===== src/rtl/fp32_norm_round_if.sv =====
// Valid/ready bundle between the FP32 adder front end and the normalize/round back end.
// The slave view belongs to the back end; the master view to whatever feeds and drains it.
interface fp32_norm_round_if #(
  parameter int WIDTH = 24,
  parameter int EXP_W = 10
);
  logic                    in_valid;
  logic                    in_ready;
  logic                    sign;
  logic signed [EXP_W-1:0] exponent;
  logic [WIDTH+3:0]        mant;
  logic [2:0][3:0]         shift_num;
  logic                    out_valid;
  logic                    out_ready;
  logic [31:0]             result;
  logic                    flag_of;
  logic                    flag_uf;
  logic                    flag_nx;

  modport slave (
    input  in_valid, sign, exponent, mant, shift_num, out_ready,
    output in_ready, out_valid, result, flag_of, flag_uf, flag_nx
  );

  modport master (
    output in_valid, sign, exponent, mant, shift_num, out_ready,
    input  in_ready, out_valid, result, flag_of, flag_uf, flag_nx
  );
endinterface


===== src/rtl/fp32_norm_round.sv =====
// FP32 normalize-and-round back end: stage 1 left-normalizes using the LZA shift codes,
// stage 2 rounds to nearest-even and packs the single with overflow/underflow/inexact flags.
module fp32_norm_round #(
  parameter int WIDTH = 24,
  parameter int EXP_W = 10,
  parameter int BIAS  = 127
) (
  input  logic             clk_i,
  input  logic             rst_i,
  fp32_norm_round_if.slave bus
);
  localparam int MW = WIDTH + 4;
  localparam int NW = WIDTH + 3;
  localparam int XW = EXP_W + 1;
  localparam int FW = WIDTH - 1;

  typedef logic signed [XW-1:0] sexp_t;

  localparam sexp_t EXP_MAX = sexp_t'(2 * BIAS + 1);

  function automatic logic [1:0] onehot_idx(input logic [3:0] oh);
    onehot_idx = '0;
    for (int i = 0; i < 4; i++) begin
      if (oh[i]) onehot_idx = 2'(i);
    end
  endfunction

  // Handshake
  logic v1_q, v1_d, v2_q, v2_d;
  logic s1_ready, s2_ready, load1, load2;

  assign s2_ready     = ~v2_q | bus.out_ready;
  assign s1_ready     = ~v1_q | s2_ready;
  assign bus.in_ready = s1_ready;
  assign load1        = bus.in_valid & s1_ready;
  assign load2        = v1_q & s2_ready;
  assign v1_d         = s1_ready ? bus.in_valid : v1_q;
  assign v2_d         = s2_ready ? v1_q : v2_q;

  // Stage 1: normalize
  logic [6:0]    lza_l;
  sexp_t         in_exp, norm_exp;
  logic [NW-1:0] norm_mant;

  assign lza_l  = {1'b0, onehot_idx(bus.shift_num[2]), 4'b0}
                + {3'b0, onehot_idx(bus.shift_num[1]), 2'b0}
                + {5'b0, onehot_idx(bus.shift_num[0])};
  assign in_exp = {bus.exponent[EXP_W-1], bus.exponent};

  // NOTE: blocking assignments in always_comb let later lines see the updated value,
  // which is how the one-bit LZA correction builds on the coarse shift.
  always_comb begin
    norm_mant = '0;
    norm_exp  = in_exp;
    if (bus.mant[MW-1]) begin
      norm_mant = {bus.mant[MW-1:2], bus.mant[1] | bus.mant[0]};
      norm_exp  = in_exp + sexp_t'(1);
    end else begin
      norm_mant = bus.mant[NW-1:0] << lza_l;
      norm_exp  = in_exp - sexp_t'({{(XW-7){1'b0}}, lza_l});
      if (!norm_mant[NW-1] && norm_mant[NW-2]) begin
        norm_mant = norm_mant << 1;
        norm_exp  = norm_exp - sexp_t'(1);
      end
    end
  end

  // The hidden bit is implied after normalization, so only fraction+GRS is kept.
  logic            s1_sign_q, s1_zero_q;
  sexp_t           s1_exp_q;
  logic [NW-2:0]   s1_mant_q;

  // NOTE: payload registers carry no reset; they are qualified by v1_q and only
  // the valid bits need a defined value after reset.
  always_ff @(posedge clk_i) begin
    if (load1) begin
      s1_sign_q <= bus.sign;
      s1_zero_q <= ~|bus.mant;
      s1_exp_q  <= norm_exp;
      s1_mant_q <= norm_mant[NW-2:0];
    end
  end

  // Stage 2: round to nearest-even and pack
  logic [FW-1:0] frac_in, frac_rnd;
  logic          guard_b, round_b, sticky_b, round_up, rnd_carry;
  sexp_t         fin_exp;
  logic [31:0]   result_d, result_q;
  logic          of_d, uf_d, nx_d, of_q, uf_q, nx_q;

  assign frac_in   = s1_mant_q[NW-2:3];
  assign guard_b   = s1_mant_q[2];
  assign round_b   = s1_mant_q[1];
  assign sticky_b  = s1_mant_q[0];
  assign round_up  = guard_b & (round_b | sticky_b | frac_in[0]);
  assign rnd_carry = round_up & (&frac_in);
  assign frac_rnd  = frac_in + FW'(round_up);
  assign fin_exp   = s1_exp_q + sexp_t'({{(XW-1){1'b0}}, rnd_carry});

  always_comb begin
    result_d = {s1_sign_q, fin_exp[7:0], frac_rnd};
    of_d     = 1'b0;
    uf_d     = 1'b0;
    nx_d     = guard_b | round_b | sticky_b;
    if (s1_zero_q) begin
      result_d = '0;
      nx_d     = 1'b0;
    end else if (fin_exp >= EXP_MAX) begin
      result_d = {s1_sign_q, 8'hFF, 23'h0};
      of_d     = 1'b1;
      nx_d     = 1'b1;
    end else if (fin_exp[XW-1] || fin_exp == sexp_t'(0)) begin
      result_d = {s1_sign_q, 31'h0};
      uf_d     = 1'b1;
      nx_d     = 1'b1;
    end
  end

  // NOTE: sequential state uses non-blocking assignments so every register samples
  // the pre-edge values regardless of block ordering.
  always_ff @(posedge clk_i or posedge rst_i) begin
    if (rst_i) begin
      v1_q     <= 1'b0;
      v2_q     <= 1'b0;
      result_q <= '0;
      of_q     <= 1'b0;
      uf_q     <= 1'b0;
      nx_q     <= 1'b0;
    end else begin
      v1_q <= v1_d;
      v2_q <= v2_d;
      if (load2) begin
        result_q <= result_d;
        of_q     <= of_d;
        uf_q     <= uf_d;
        nx_q     <= nx_d;
      end
    end
  end

  assign bus.out_valid = v2_q;
  assign bus.result    = result_q;
  assign bus.flag_of   = of_q;
  assign bus.flag_uf   = uf_q;
  assign bus.flag_nx   = nx_q;
endmodule


===== src/flat_wrapper.sv =====
// flat-port wrapper written by rule: the top's interface ports become plain ports
module fp32_norm_round_flat 
#(
  parameter int WIDTH = 24,
  parameter int EXP_W = 10,
  parameter int BIAS  = 127
)
  (clk_i, rst_i, bus_in_valid, bus_sign, bus_exponent, bus_mant, bus_shift_num, bus_out_ready, bus_in_ready, bus_out_valid, bus_result, bus_flag_of, bus_flag_uf, bus_flag_nx);
  fp32_norm_round_if #(.WIDTH(WIDTH), .EXP_W(EXP_W)) bus_i ();
  input  logic clk_i;
  input  logic rst_i;
  input wire logic [$bits(bus_i.in_valid)-1:0] bus_in_valid;
  input wire logic [$bits(bus_i.sign)-1:0] bus_sign;
  input wire logic [$bits(bus_i.exponent)-1:0] bus_exponent;
  input wire logic [$bits(bus_i.mant)-1:0] bus_mant;
  input wire logic [$bits(bus_i.shift_num)-1:0] bus_shift_num;
  input wire logic [$bits(bus_i.out_ready)-1:0] bus_out_ready;
  output wire logic [$bits(bus_i.in_ready)-1:0] bus_in_ready;
  output wire logic [$bits(bus_i.out_valid)-1:0] bus_out_valid;
  output wire logic [$bits(bus_i.result)-1:0] bus_result;
  output wire logic [$bits(bus_i.flag_of)-1:0] bus_flag_of;
  output wire logic [$bits(bus_i.flag_uf)-1:0] bus_flag_uf;
  output wire logic [$bits(bus_i.flag_nx)-1:0] bus_flag_nx;
  assign bus_i.in_valid = bus_in_valid;
  assign bus_i.sign = bus_sign;
  assign bus_i.exponent = bus_exponent;
  assign bus_i.mant = bus_mant;
  assign bus_i.shift_num = bus_shift_num;
  assign bus_i.out_ready = bus_out_ready;
  assign bus_in_ready = bus_i.in_ready;
  assign bus_out_valid = bus_i.out_valid;
  assign bus_result = bus_i.result;
  assign bus_flag_of = bus_i.flag_of;
  assign bus_flag_uf = bus_i.flag_uf;
  assign bus_flag_nx = bus_i.flag_nx;
  fp32_norm_round #(.WIDTH(WIDTH), .EXP_W(EXP_W), .BIAS(BIAS)) u_core (.clk_i(clk_i), .rst_i(rst_i), .bus(bus_i));
endmodule

===== config.mk =====
export PLATFORM = sky130hd
export DESIGN_NAME = fp32_norm_round_flat
export DESIGN_NICKNAME = d
export VERILOG_FILES = /design/src/rtl/fp32_norm_round_if.sv /design/src/rtl/fp32_norm_round.sv /design/src/flat_wrapper.sv
export SDC_FILE = /design/constraint.sdc
export NUM_CORES = 1
export LEC_CHECK = 0
export ABC_AREA = 0
export CAP_MARGIN = 30
export CORE_MARGIN = 4
export CORE_UTILIZATION = 57
export CTS_CLUSTER_SIZE = 16
export DETAILED_ROUTE_END_ITERATION = 8
export PLACE_DENSITY_LB_ADDON = 0.12
export SYNTH_ARGS = -nofsm -noshare
export SYNTH_HDL_FRONTEND = slang
export SYNTH_SLANG_ARGS = --single-unit

===== constraint.sdc =====
create_clock -name clk_i -period 4.37 [get_ports clk_i]
set_input_delay 0.874 -clock clk_i [delete_from_list [all_inputs] [get_ports clk_i]]
set_output_delay 0.874 -clock clk_i [all_outputs]
set_load 0.1 [all_outputs]

==> results.json, run 1 <==
{
  "portBuffers": 88,
  "setup_total_negative_slack_ps": 0,
  "yosysSeqAreaShare_pct": 30.23,
  "power_density_mw_per_mm2": 296.1,
  "p_sw_share_pct": 38.42,
  "overflow": 0,
  "yosys.cell_types.count": 84,
  "cts.sinks": 76,
  "die_height_microns": 118.3,
  "ctsHoldBuffers": 0,
  "fmax_mhz": 244.0,
  "cts_tree": "built",
  "synthToLayoutAreaGrowth_pct": 19.28,
  "setup_viol": 0,
  "start_util_pct": 58.00,
  "slew_headroom_pct": 33.87,
  "finalWorstSetupSlack_ps": 271.3,
  "crit_fanout": 7,
  "cp.arrival_ps": 4230,
  "power_frac_seq_pct": 35.5,
  "remaining_drc_errors": 0,
  "drt-pass1-iter-count": 6,
  "p_clk_share_pct": 25.4,
  "finalNetCount": 971,
  "gp_congestion": 1.036,
  "timing.hold.ws_ps": 467.2,
  "rows": 40,
  "cp-start-kind": "input pin",
  "dieWidth_microns": 118.3,
  "syn_area_sq_mm": 0.006938,
  "coreArea_sq_mm": 0.01196,
  "internal-power_mw": 1.509,
  "cts_made_buffers": 9,
  "ctsResizeCount": 0,
  "cap_violations": 0,
  "hpwl_microns": 17910,
  "synthArstFlopShare_pct": 48.68,
  "avgSynthCellArea_sq_um": 8.430,
  "fin_crit_sh_pct": 93.79,
  "hp-class": "flip-flop to flip-flop",
  "worstSetupPathType": "input pin to flip-flop",
  "dieArea_sq_mm": 0.01400,
  "yosysWarningCount": 0,
  "clock_path_buffers": 2,
  "end_kind": "flip-flop",
  "postPlaceCellArea_sq_mm": 0.008024,
  "grt.total_usage_pct": 33.44,
  "drt-wirelength-per-cell_microns": 22.35,
  "required_ps": 4510,
  "n_antenna_cell": 0,
  "grt_pass1_wl_microns": 37660,
  "grt_setup_unrepaired": "no",
  "postCtsSetupBuffers": 0,
  "place_worst_setup_slack_ps": -3.403,
  "antenna_left": 0,
  "rrSetupSlack_ps": 500,
  "grt_max_degree": 54,
  "cts-root-buf": "clkbuf_16",
  "switchingPower_mw": 0.9415,
  "drt_iter0_markers": 1034,
  "ys.flop_type": "edfxtp_1",
  "h-tree-depth": 3,
  "drt_wl_total_microns": 23600,
  "power_leakage_nw": 3.119,
  "synth_edf_count": 39,
  "max-vdd-ir-drop_mv": 0.1841,
  "boundaryPins": 92,
  "hold_viol": 0,
  "status": "finished, final reports clean",
  "final_layout_size_suffix_gt1_share_pct": 11.00,
  "ys_ff_latch": 76,
  "grt_pass1_vias": 7046,
  "clk_latency_ps": 330,
  "vias": 7362,
  "fin_area_sq_mm": 0.008275,
  "antenna_found_initial": 0,
  "finClkSkew_ps": 4.097,
  "total_power_mw": 2.451,
  "slew_viol_final": 0,
  "synth_fp_nets": 890,
  "synthesis.instances": 823,
  "comb_power_share_pct": 39.1,
  "tightest_slew_ps": 988.9,
  "final.min_clock_period_ps": 4099,
  "cts.clk_slew.worst_paths_ps": 50,
  "viasPerCell": 6.972
}
==> critical path, cell delays in order <==
cell and delay [ps]:
clkdlybuf4s50_1 470, nor2b_1 380, nor2_8 80, inv_4 90, ha_1 180, fa_1 250
nor2b_1 90, o2111a_1 300, o31ai_1 500, and3_1 370, and3_1 210, a311oi_1 100
a2111oi_2 350
==> cell families (layout without fill, tap and decap cells) <==
kind of cell | count (synthesis) | count (layout) | share of synthesized area (%)
AND/OR/NAND/NOR | 337 | 337 | 24.96
AO/OA/AOI/OAI | 232 | 232 | 23.95
buffers and inverters | 88 | 174 | 6.059
flip-flops | 76 | 76 | 30.23
XOR/XNOR | 39 | 39 | 4.923
multiplexers | 39 | 39 | 7.611
adder cells (fa/ha/maj) | 12 | 12 | 2.272
==> cells in the final DEF, fill, tap and decap left out, types with 9 or more instances in the layout <==
cell type	Yosys	layout
buf_4	6	48
nand2b_1	18	18
nor3_1	31	31
mux4_2	10	10
a21oi_1	27	27
nor4_1	14	14
mux2i_1	19	19
xnor2_1	15	15
clkbuf_16	0	9
nand3_1	44	44
o211ai_1	14	14
edfxtp_1	39	39
nand2_1	97	97
mux2_2	9	9
and2_1	10	10
a221o_1	14	14
clkdlybuf4s50_1	0	87
and3_1	19	19
nand4_1	11	11
inv_1	19	19
a211oi_1	12	12
nor2_1	44	44
o21ai_0	63	63
xor2_1	24	24
ha_1	11	11
dfrtp_1	37	37
==> area by class of cell <==
class	instances	area [sq um]
Sequential cell	76	2097
Multi-Input combinational cell	659	4420
Inverter	23	91.34
Timing Repair Buffer	135	1231
Clock inverter	5	18.77
Clock buffer	11	232.7
Tap cell	147	183.9
Fill cell	931	3686
==> metal layers <==
layer	global-route usage (%)	share of wire, %
met1	43.88	39
met2	53.02	46
met3	5.837	9.4
met4	17.29	5.4
met5	0	0
==> cell usage after synthesis (5+ instances only) <==
cell,n,area [sq um]
dfrtp_1,37,925.9
a21oi_1,27,135.1
a22oi_1,5,37.54
o211ai_1,14,105.1
a311oi_1,7,61.31
ha_1,11,137.6
a31oi_1,8,50.05
a21o_1,6,45.04
nor2_1,44,165.2
inv_1,19,71.32
a32oi_1,5,43.79
buf_1,5,18.77
clkbuf_1,34,127.6
nor3_1,31,155.2
buf_6,6,67.56
and2_1,10,62.56
or3_1,8,50.05
buf_4,6,45.04
o221ai_1,7,61.31
xor2_1,24,210.2
o21ai_0,63,315.3
o31ai_1,5,37.54
nand2b_1,18,112.6
a211oi_1,12,90.09
nand3_1,44,220.2
a221o_1,14,140.1
mux2_2,9,101.4
mux2i_1,19,190.2
buf_2,14,70.07
and3_1,19,118.9
xnor2_1,15,131.4
nand4_1,11,68.82
nand2_1,97,364.1
and4_1,7,61.31
or2_2,8,50.05
edfxtp_1,39,1171
mux4_2,10,225.2
nor2b_1,8,50.05
o22ai_1,7,43.79
nor4_1,14,87.58
==> path summary, 6_finish.rpt <==
check                                           start               endpoint  depth (start not counted)
min in group asynchronous                       rst_i  u_core.bus.result[29]                          3
worst min-delay path            u_core.bus.result[30]  u_core.bus.result[30]                          2
max in group asynchronous                       rst_i   u_core.bus.result[7]                          3
worst max-delay path                 bus_shift_num[1]     u_core.s1_exp_q[9]                         13
worst max register to register    u_core.s1_mant_q[3]  u_core.bus.result[27]                         14
worst min register to register  u_core.bus.result[30]  u_core.bus.result[30]                          2
==> flip-flops by register name, indices dropped and copies added, names as in the netlist <==
name / count
u_core.s1_sign_q: 1
u_core.s1_mant_q: 26
u_core.bus.result: 32
u_core.bus.out_valid: 1
u_core.bus.flag_of: 1
u_core.s1_exp_q: 11
u_core.bus.flag_uf: 1
u_core.v1_q: 1
u_core.bus.flag_nx: 1
u_core.s1_zero_q: 1
==> power groups by stage <==
stage          registers, mW  logic [mW]  clock network, mW
2_1_floorplan           1.11       0.417                  0
3_3_place_gp           0.878       0.919                  0
3_5_place_dp           0.883       0.935                  0
4_1_cts                0.870       0.939              0.625
5_1_grt                0.880        1.01              0.656
6_report               0.871       0.957              0.623
==> through the flow <==
stage / std cells / util, %
2_1_floorplan: 823 / -
3_3_place_gp: 1040 / 67.08
3_5_place_dp: 1040 / 67.08
4_1_cts: 1056 / 69.18
5_1_grt: 1056 / 69.18
6_report: 1056 / 69.18
(Power assumes the default switching activity.)
==> run 2, diff against run 1 <==
- CORE_UTILIZATION: 57 -> 55
- HOLD_SLACK_MARGIN: unset -> 0.1
==> results.json, run 2 (same netlist as run 1, synthesis figures left out) <==
{
  "cts-root-buf": "clkbuf_16",
  "fin_util_pct": 69.58,
  "stdcell_count": 1085,
  "required_ps": 4430,
  "slew_viol_final": 0,
  "rows": 40,
  "final_cell_mix": "nand2_1, clkdlybuf4s50_1, o21ai_0, buf_4",
  "cts_tree": "built",
  "power_density_mw_per_mm2": 312.5,
  "crit_fanout": 10,
  "gp_congestion": 1.085,
  "tightest_slew_ps": 997.5,
  "grt_max_degree": 54,
  "drt_wl_total_microns": 25600,
  "dieArea_sq_mm": 0.01448,
  "ctsHoldBuffers": 0,
  "hp-class": "flip-flop to flip-flop",
  "final_common_cell": "nand2_1",
  "end_kind": "flip-flop",
  "fmax_mhz": 240.4,
  "viasPerCell": 6.942,
  "drt_iter0_markers": 1314,
  "drt-wirelength-per-cell_microns": 23.60,
  "final.min_clock_period_ps": 4160,
  "setup_viol": 0,
  "slew_headroom_pct": 33.29,
  "antenna_left": 0,
  "die_height_microns": 120.3,
  "grt_setup_unrepaired": "no",
  "power_leakage_nw": 3.203,
  "portBuffers": 88,
  "hold_viol": 0,
  "path_cells": "clkdlybuf4s50_1 > nor2b_1 > buf_4 > nor2_8 > inv_4 > ha_1 > fa_1 > nor2b_1 > o2111a_1 > o31ai_1 > and3_1 > and3_1 > nor4b_1 > a2111oi_2",
  "h-tree-depth": 3,
  "finalWorstSetupSlack_ps": 210.2,
  "final_layout_size_suffix_gt1_share_pct": 12.54,
  "finClkSkew_ps": 4.485,
  "remaining_drc_errors": 0,
  "worstSetupPathType": "input pin to flip-flop",
  "n_antenna_cell": 0,
  "hpwl_microns": 18690,
  "grt_pass1_wl_microns": 40000,
  "dieWidth_microns": 120.3,
  "drt-pass1-iter-count": 7,
  "slowest_delay_ps": 530,
  "finalNetCount": 979,
  "largest_reg_flops": 32,
  "clk_latency_ps": 330,
  "vias": 7532,
  "critPathSlowestCell": "clkdlybuf4s50_1",
  "boundaryPins": 92,
  "place_worst_setup_slack_ps": -18.48,
  "fin_crit_sh_pct": 95.19,
  "clock_path_buffers": 2,
  "max-vdd-ir-drop_mv": 0.1730,
  "cts.sinks": 76,
  "overflow": 0,
  "dp_cells": 1069,
  "antenna_found_initial": 0,
  "grt_pass1_vias": 7228,
  "cts.clk_slew.worst_paths_ps": 50,
  "cp.arrival_ps": 4220,
  "cp-start-kind": "input pin",
  "cap_violations": 0,
  "grt.total_usage_pct": 35.07,
  "synthToLayoutAreaGrowth_pct": 21.97,
  "cts_made_buffers": 9,
  "coreArea_sq_mm": 0.01216,
  "start_util_pct": 57.05,
  "status": "finished, final reports clean"
}
-- run 2: worst paths after layout --
path,from,slack (ps),depth (start not counted),to
hold reg to reg,u_core.bus.result[29],480,2,u_core.bus.result[29]
hold / removal,u_core.bus.result[29],480,2,u_core.bus.result[29]
min in group asynchronous,rst_i,960,3,u_core.bus.result[30]
setup / recovery,bus_shift_num[1],210,14,u_core.s1_exp_q[9]
setup reg to reg,u_core.s1_mant_q[3],360,14,u_core.bus.result[27]
max in group asynchronous,rst_i,3100,3,u_core.bus.result[7]
-- run 2: what timing repair did --
item	CTS	global route
hold endpoints to repair	0	0
buffers inserted	0	0
gates resized for setup	0	2
setup endpoints to repair	0	23
-- run 2: area by class of cell --
class / instances / area [sq um]
timing repair buffer: 143 / 1304
clock buffer: 13 / 292.8
inverter: 23 / 91.34
multi-input combinational: 659 / 4428
clock inverter: 3 / 38.79
fill: 929 / 3700
sequential: 76 / 2097
tap: 168 / 210.2
-- run 2: power by group --
part	total, mW	switching, mW	internal [mW]
Sequential	0.874	0.0462	0.828
Combinational	0.978	0.664	0.314
Clock	0.791	0.267	0.524
-- run 2: worst max-delay path: cells and delay by family --
kind | cells | cell delay (ps)
AOI/OAI and AO/OA | 3 | 850
adders and majority gates | 2 | 430
buffers and inverters | 3 | 800
and+or+nand+nor | 6 | 1290
-- run 2: metal layers --
metal | vias to the layer above | global-route usage [%] | share of wire [%]
li1 | 3329 | - | -
met1 | 3552 | 45.72 | 38
met2 | 528 | 55.60 | 46
met3 | 123 | 6.922 | 11
met4 | 0 | 17.85 | 5.3
met5 | - | 0 | 0
-- run 2: metrics by stage --
stage                     instance area [sq um]  hold WS, ps  setup TNS, ps  power, mW
after global routing                       8462        504.0              0      2.738
after CTS                                  8454        483.5              0      2.628
after global placement                     8123        454.4              0      1.804
after floorplan                            6938        457.2              0      1.527
after detailed placement                   8123        466.1         -18.48      1.833
final                                      8462        481.0              0      2.644
==> run 3, diff against run 2 <==
- CELL_PAD_IN_SITES_DETAIL_PLACEMENT: unset -> 2
- CELL_PAD_IN_SITES_GLOBAL_PLACEMENT: unset -> 2
- CORE_UTILIZATION: 55 -> 34
==> results.json, run 3 (same netlist as run 1, synthesis figures left out) <==
{
  "drt_iter0_markers": 516,
  "h-tree-depth": 3,
  "setup_total_negative_slack_ps": 0,
  "crit_start": "u_core.s1_mant_q[2]",
  "final_common_cell": "nand2_1",
  "final.min_clock_period_ps": 4139,
  "critPathSlowestCell": "edfxtp_1",
  "hold_viol": 0,
  "reg2reg_to": "u_core.bus.result[27]",
  "ctsHoldBuffers": 0,
  "path_cells": "and2_1 > nand3_1 > nor2_2 > and3_1 > nand2_1 > nor3_1 > ha_1 > ha_1 > xor2_1 > or3_1 > or3_1 > nor4_2 > a21boi_1 > a221o_1",
  "dieArea_sq_mm": 0.02276,
  "cts-root-buf": "clkbuf_16",
  "required_ps": 4580,
  "power_density_mw_per_mm2": 321.0,
  "grt_setup_unrepaired": "no",
  "use_met3_pct": 3.291,
  "finClkSkew_ps": 11.54,
  "rr_startpoint": "u_core.s1_mant_q[2]",
  "synthToLayoutAreaGrowth_pct": 25.77,
  "comb_power_share_pct": 36.9,
  "clk_latency_ps": 340,
  "drt-wirelength-per-cell_microns": 27.30,
  "cp-start-kind": "flip-flop",
  "crit_buf_inv": 0,
  "cp.depth": 14,
  "p_sw_share_pct": 37.54,
  "fmax_mhz": 241.6,
  "end_kind": "flip-flop",
  "grt_pass1_wl_microns": 50100,
  "grt_pass1_vias": 8050,
  "r2r_cells": 14,
  "cts.clk_slew.worst_paths_ps": 60,
  "boundaryPins": 92,
  "place_worst_setup_slack_ps": -118.7,
  "postPlaceCellArea_sq_mm": 0.008358,
  "clock_path_buffers": 2,
  "gp_congestion": 0.9816,
  "cp.arrival_ps": 4350,
  "viasPerCell": 6.211,
  "crit_fanout": 5,
  "fin_util_pct": 44.11,
  "rrSetupSlack_ps": 230,
  "switchingPower_mw": 1.051,
  "hpwl_microns": 24670,
  "finalWorstSetupSlack_ps": 230.8,
  "portBuffers": 88,
  "slew_viol_final": 0,
  "rows": 51,
  "p_clk_share_pct": 31.6,
  "fin_crit_sh_pct": 94.72,
  "tightest_slew_ps": 1000,
  "worstSetupPathType": "flip-flop to flip-flop",
  "hp-class": "flip-flop to flip-flop",
  "grt.total_usage_pct": 28.90,
  "finalNetCount": 993,
  "drt_wl_total_microns": 32650,
  "slowest_delay_ps": 400,
  "cpLargestDelayFamily": "simple AND/OR/NAND/NOR gates",
  "antenna_left": 0,
  "coreArea_sq_mm": 0.01978,
  "grt_util_met1_pct": 37.95,
  "setup_viol": 0,
  "status": "finished, final reports clean",
  "fin_area_sq_mm": 0.008726,
  "n_antenna_cell": 0,
  "cts_tree": "built",
  "largest_reg_flops": 32,
  "start_util_pct": 35.07,
  "drt-pass1-iter-count": 5,
  "cts_made_buffers": 9,
  "grt_max_degree": 41,
  "grtUsageMet2_pct": 48.81,
  "power_leakage_nw": 3.289,
  "vias": 7428,
  "cap_violations": 0,
  "busiest_layer": "met2",
  "remaining_drc_errors": 0,
  "endpoint": "u_core.bus.result[27]",
  "overflow": 0,
  "max-vdd-ir-drop_mv": 0.2378,
  "antenna_found_initial": 0,
  "cts.sinks": 76,
  "total_power_mw": 2.801,
  "slew_headroom_pct": 33.12,
  "final_cell_mix": "nand2_1, clkdlybuf4s50_1, buf_4, o21ai_0, nand3_1",
  "die_height_microns": 150.9,
  "internal-power_mw": 1.750,
  "dieWidth_microns": 150.9,
  "power_frac_seq_pct": 31.4,
  "final_layout_size_suffix_gt1_share_pct": 14.18
}
==> run 3: cell count changes in the layout (fill, tap and decap cells not counted), sizes merged <==
cell           previous run  this run
inv                      21        23
bufinv                    1         3
clkinv                    4         2
clkdlybuf4s50            87        86
clkbuf                   13        11
buf                      56        71
==> run 3: area by class of cell <==
type	instances	area, sq um
clock buffers	11	254.0
clock inverters	5	105.1
fillers	2200	11060
inverters	23	91.34
multi-input cells	659	4431
flip-flops and latches	76	2097
well taps	265	331.6
repair buffers	157	1416
==> run 3: what timing repair did <==
item / CTS / global route
setup endpoints to repair: 4 / 30
buffers inserted: 0 / 0
resized for setup: 1 / 2
pin swaps: 0 / 0
==> run 3: how the worst min path moves through the flow <==
stage	cells after the start	endpoint	from
after floorplan	1	u_core.bus.out_valid	u_core.v1_q
after global placement	2	u_core.bus.result[29]	u_core.bus.result[29]
after detailed placement	2	u_core.bus.result[8]	u_core.bus.result[8]
after CTS	2	u_core.bus.result[6]	u_core.bus.result[6]
after global routing	2	u_core.bus.result[28]	u_core.bus.result[28]
final	2	u_core.bus.result[6]	u_core.bus.result[6]
==> run 3: per-layer routing <==
layer / up-vias / routed length, microns
met5: - / 0
met4: 0 / 1298
met3: 78 / 1531
met2: 265 / 15620
met1: 3747 / 14200
li1: 3338 / -
==> run 3: tightest hold or removal path, stage by stage, from the launching register on <==
cell and delay [ps]:
dfrtp_1 350, nand2_1 50, o21ai_0 60
==> run 3: through the flow <==
step,std cells,hold WS [ps]
3_5_place_dp,1180,477.8
3_3_place_gp,1180,457.0
6_report,1196,498.9
4_1_cts,1196,504.0
2_1_floorplan,823,457.2
5_1_grt,1196,534.6
==> run 3: power by group through the flow <==
stage | Clock, mW | Combinational [mW] | Sequential, mW
finish | 0.886 | 1.03 | 0.880
global route | 0.931 | 1.09 | 0.886
CTS | 0.893 | 1.02 | 0.881
detailed placement | 0 | 1.01 | 0.889
global placement | 0 | 0.982 | 0.880
floorplan | 0 | 0.417 | 1.11
